`config.mk`:
```
export PLATFORM = sky130hd
export DESIGN_NAME = decode_execute_register
export DESIGN_NICKNAME = d
export VERILOG_FILES = /design/src/rtl/decode_execute_register.sv
export SDC_FILE = /design/constraint.sdc
export NUM_CORES = 1
export LEC_CHECK = 0
export ABC_AREA = 1
export CAP_MARGIN = 40
export CORE_MARGIN = 4
export CORE_UTILIZATION = 43
export CTS_BUF_LIST = sky130_fd_sc_hd__clkbuf_4 sky130_fd_sc_hd__clkbuf_8 sky130_fd_sc_hd__clkbuf_16
export DETAILED_ROUTE_END_ITERATION = 8
export PLACE_DENSITY = 0.88
export REMOVE_ABC_BUFFERS = 1
export SYNTH_ARGS = -nofsm -noshare
export SYNTH_HDL_FRONTEND = slang
export SYNTH_SLANG_ARGS = --single-unit
```
`constraint.sdc`:
```
create_clock -name clock -period 3.5 [get_ports clock]
set_clock_uncertainty 0.15 [all_clocks]
set_input_delay 0.35 -clock clock [delete_from_list [all_inputs] [get_ports clock]]
set_output_delay 0.35 -clock clock [all_outputs]
set_load 0.01 [all_outputs]
```
`src/rtl/decode_execute_register.sv`:
```
`default_nettype none
// +--------------------------------------------------------------------------+
// | Module   : decode_execute_register                                       |
// | Brief    : Decode->Execute pipeline register with load-use bubble insert, |
// |            stall hold, flush squash and a saturating bubble counter.      |
// | Revision : 1.0                                                            |
// +--------------------------------------------------------------------------+
module decode_execute_register #(
  parameter int DATA_WIDTH     = 32,
  parameter int REG_ADDR_WIDTH = 5,
  parameter int COUNT_WIDTH    = 16
) (
  input  logic                      clock,
  input  logic                      reset,
  input  logic                      inValid,
  input  logic                      inBranchEnable,
  input  logic                      inMemoryReadEnable,
  input  logic                      inMemoryWriteEnable,
  input  logic                      inRegisterWriteEnable,
  input  logic                      inImmediateEnable,
  input  logic                      inMemoryOrAlu,
  input  logic [1:0]                inAluOperation,
  input  logic [DATA_WIDTH-1:0]     inPc,
  input  logic [DATA_WIDTH-1:0]     inReadData1,
  input  logic [DATA_WIDTH-1:0]     inReadData2,
  input  logic [DATA_WIDTH-1:0]     inImmediate,
  input  logic [REG_ADDR_WIDTH-1:0] inRs1,
  input  logic [REG_ADDR_WIDTH-1:0] inRs2,
  input  logic [REG_ADDR_WIDTH-1:0] inRd,
  input  logic [2:0]                inFunct3,
  input  logic                      inFunct7b5,
  input  logic                      stallIn,
  input  logic                      flushIn,
  output logic                      outValid,
  output logic                      outBranchEnable,
  output logic                      outMemoryReadEnable,
  output logic                      outMemoryWriteEnable,
  output logic                      outRegisterWriteEnable,
  output logic                      outImmediateEnable,
  output logic                      outMemoryOrAlu,
  output logic [1:0]                outAluOperation,
  output logic [DATA_WIDTH-1:0]     outPc,
  output logic [DATA_WIDTH-1:0]     outReadData1,
  output logic [DATA_WIDTH-1:0]     outReadData2,
  output logic [DATA_WIDTH-1:0]     outImmediate,
  output logic [REG_ADDR_WIDTH-1:0] outRs1,
  output logic [REG_ADDR_WIDTH-1:0] outRs2,
  output logic [REG_ADDR_WIDTH-1:0] outRd,
  output logic [2:0]                outFunct3,
  output logic                      outFunct7b5,
  output logic                      stallDecode,
  output logic [COUNT_WIDTH-1:0]    hazardBubbleCount
);

  localparam logic [1:0] c_ALU_BRANCH = 2'b01;

  logic w_rs1Match;
  logic w_rs2Used;
  logic w_rs2Match;
  logic w_loadUseHazard;
  logic w_bubble;
  logic w_countEnable;

  // U/J formats reach here with rs1 = x0, so the rs1 compare never fires for them.
  assign w_rs1Match      = (inRs1 == outRd);
  assign w_rs2Used       = ~inImmediateEnable | inMemoryWriteEnable | (inAluOperation == c_ALU_BRANCH);
  assign w_rs2Match      = w_rs2Used & (inRs2 == outRd);
  assign w_loadUseHazard = outValid & outMemoryReadEnable & (outRd != '0) & inValid
                         & (w_rs1Match | w_rs2Match);

  assign stallDecode   = stallIn | (w_loadUseHazard & ~flushIn);
  assign w_bubble      = flushIn | (~stallIn & w_loadUseHazard);
  assign w_countEnable = ~flushIn & ~stallIn & w_loadUseHazard
                       & (hazardBubbleCount != {COUNT_WIDTH{1'b1}});

  always_ff @(posedge clock) begin
    if (reset || w_bubble) begin
      outValid               <= 1'b0;
      outBranchEnable        <= 1'b0;
      outMemoryReadEnable    <= 1'b0;
      outMemoryWriteEnable   <= 1'b0;
      outRegisterWriteEnable <= 1'b0;
      outImmediateEnable     <= 1'b0;
      outMemoryOrAlu         <= 1'b0;
      outAluOperation        <= 2'b00;
      outPc                  <= '0;
      outReadData1           <= '0;
      outReadData2           <= '0;
      outImmediate           <= '0;
      outRs1                 <= '0;
      outRs2                 <= '0;
      outRd                  <= '0;
      outFunct3              <= 3'b000;
      outFunct7b5            <= 1'b0;
    end else if (!stallIn) begin
      // Control bits are gated by inValid so X from an idle control unit is never latched.
      outValid               <= inValid;
      outBranchEnable        <= inValid & inBranchEnable;
      outMemoryReadEnable    <= inValid & inMemoryReadEnable;
      outMemoryWriteEnable   <= inValid & inMemoryWriteEnable;
      outRegisterWriteEnable <= inValid & inRegisterWriteEnable;
      outImmediateEnable     <= inValid & inImmediateEnable;
      outMemoryOrAlu         <= inValid & inMemoryOrAlu;
      outAluOperation        <= inValid ? inAluOperation : 2'b00;
      outPc                  <= inPc;
      outReadData1           <= inReadData1;
      outReadData2           <= inReadData2;
      outImmediate           <= inImmediate;
      outRs1                 <= inRs1;
      outRs2                 <= inRs2;
      outRd                  <= inRd;
      outFunct3              <= inFunct3;
      outFunct7b5            <= inFunct7b5;
    end
  end

  always_ff @(posedge clock) begin
    if (reset) begin
      hazardBubbleCount <= '0;
    end else if (w_countEnable) begin
      hazardBubbleCount <= hazardBubbleCount + 1'b1;
    end
  end

endmodule
`default_nettype wire

```
==> metrics.txt <==
clock buffer depth=2; total global-route track usage=0.2424; post_cts resized=0; worst-margin pin slew=about 730 ps; largest net degree at the start of global routing=roughly 150; PnR worst setup slack=905.5 ps; setup tns final=0 ps; Yosys cell types=27; Non-Filler Instances=1375; hold endpoint=outImmediate[12]; CTS tree=done; insertion delay to the later sink of the worst-skew pair=between 400 and 500 ps; num rows=44; PD cells=426.3 nW/um^2; Final HPWL DP=15690 um; clk root buf=clkbuf_16; vias in the first global route=6638; final net count=between 1000 and 1500; antenna-violating nets left=0; Avg Cell Area, Syn=approximately 7.5 um^2; DIE HEIGHT=131.5 um; ranking of synthesized cells by area=dfxtp_1, nand2_1, a21oi_1; Max-cap violations=0; Worst VDD drop=about 0.49 mV; total congestion overflow=0; CP Launch Type=flop; Die Span X=131.5 um; Crit Reg-Reg Startpoint=outRd[1]; status=finished clean; gpl congestion=just under 0.9; Post CTS Setup Buffer Count=0; sequential fraction of the synthesis area=0.5247; utilization after layout=0.7134; Syn-to-layout area delta=60.38%; Hold Vio Cnt, Final=0; period utilisation layout=0.7413; critical path fanouts, max=4; Yosys top cell area share=0.5247; worst min path class=primary input to flop; Register-to-Register Path Depth=10; core area=between 10000 and 15000 um^2; clock-pin slew on the worst setup and hold paths=60 ps; Yosys top cell by area=dfxtp_1; Place WS=874.9 ps; hold_buf cts=0; io pins=333; Leak=3.941 nW; RR Endpoint=outPc[31]; placed cells=1344; first-pass GRT wire length=about 34000 um; Hold Path Origin=stallIn; Worst slew margin=0.5113; Via density=5.016; Setup CP Type=flop to output port; DR WL/cell=15.83 um; Reg2Reg Setup Slack=1340 ps; CP endpoint kind=output port; vias=6897; Port Buffers=332; Tot Pwr=4.486 mW; Num CTS Buffers=17; Min Clock Period, post-route=2594 ps; Initial Util=0.4448; DRC errors left=0; yosys warns=0; initial antenna violation count=1; First DRT Iteration DRCs=502; Synth Register Bits=172; hold path cells=3; fmax=roughly 390 MHz; drt first pass iters=5; layout cell share with drive strength beyond 1=0.04118; Syn Std Cell Area=6563 um^2; CTS Sinks=about 170; Worst Path Arrival=2090 ps; Die ar.=17300 um^2; H-tree levels=4; RSZ-0062 raised after global routing=false; CP required=3000 ps; Slew Limit Fails=0; post-synthesis cell count=877; Finish-stage setup viols=0; WL final=21770 um
[worst max-delay path, cell delays in order, from the launching register on]
cell	delay, ps
dfxtp_1	400
inv_1	110
nand2_1	70
nand2_1	50
nor2_1	130
nand3_1	110
nand2_2	120
nand3_1	90
nand2_1	80
clkdlybuf4s50_1	530
[metrics by stage]
stage	cell area, um^2	hold WS [ps]
detailed placement	9933	304.1
CTS	10520	144.8
floorplan	6277	269.1
global placement	9933	290.9
finish	10530	161.1
global route	10530	144.7
[worst max-delay path by stage]
| stage | slack (ps) | to | start |
|---|---|---|---|
| finish | 910 | stallDecode | outRd[1] |
| global route | 740 | stallDecode | outRd[1] |
| CTS | 880 | stallDecode | outRd[1] |
| detailed placement | 870 | outReadData2[31] | inMemoryWriteEnable |
| global placement | 950 | outImmediate[19] | inMemoryWriteEnable |
| floorplan | 20 | outFunct3[0] | stallIn |
[where the power goes]
group	total, mW	internal (mW)	switching, mW
combinational	0.549	0.311	0.238
clock	1.89	1.14	0.750
sequential	2.05	2.01	0.0308
total	4.49	3.47	1.02
[cell usage after synthesis (all sizes together)]
master  instances
a21oi         149
a22oi           8
buf            21
clkbuf         34
dfxtp         172
ha              1
inv            32
nand2         357
nand3          17
nand4           5
nor2           47
nor3            3
nor4            1
o21ai          15
o21bai          1
xnor2           8
xor2            6
[cell type report]
cell class | count | area [um^2]
diodes | 1 | 2.502
multi-input cells | 618 | 2721
repair buffers | 338 | 3416
clock inverters | 10 | 141.4
well taps | 184 | 230.2
clock buffers | 20 | 447.9
fillers | 1130 | 4229
flip-flops and latches | 172 | 3443
inverters | 32 | 122.6
[per-layer routing]
layer | wire, um | up-vias | GRT usage | part of all wire
met5 | 0 | - | 0 | 0
met4 | 698 | 0 | 0.1021 | 0.032
met3 | 2182 | 49 | 0.09824 | 0.10
met2 | 11130 | 290 | 0.4330 | 0.51
met1 | 7756 | 3173 | 0.2519 | 0.36
li1 | - | 3385 | - | -
[sequential cells by signal, summed over array words and instances, names as in the netlist]
signal and count:
hazardBubbleCount 16, outAluOperation 2, outBranchEnable 1, outFunct3 3, outFunct7b5 1, outImmediate 32
outImmediateEnable 1, outMemoryOrAlu 1, outMemoryReadEnable 1, outMemoryWriteEnable 1, outPc 32, outRd 5
outReadData1 32, outReadData2 32, outRegisterWriteEnable 1, outRs1 5, outRs2 5, outValid 1
[kinds of logic after synthesis]
| family | count (synthesis) | synth area share |
|---|---|---|
| simple gates | 430 | 0.2576 |
| fa+ha+maj | 1 | 0.001906 |
| flops | 172 | 0.5247 |
| compound gates | 173 | 0.1354 |
| buf+inv | 87 | 0.06177 |
| xor+xnor | 14 | 0.01868 |
[placed cells by master, fill, tap and decap left out, types with 6 or more instances in the layout]
master / netlist / routed
nor2_1: 46 / 46
clkdlybuf4s50_1: 0 / 331
a22oi_1: 8 / 8
nand2_1: 356 / 356
o21ai_0: 15 / 15
xor2_1: 6 / 6
dfxtp_1: 172 / 172
nand3_1: 14 / 14
a21oi_1: 149 / 149
xnor2_1: 8 / 8
clkbuf_16: 0 / 17
inv_1: 27 / 27
(Power assumes the default switching activity.)
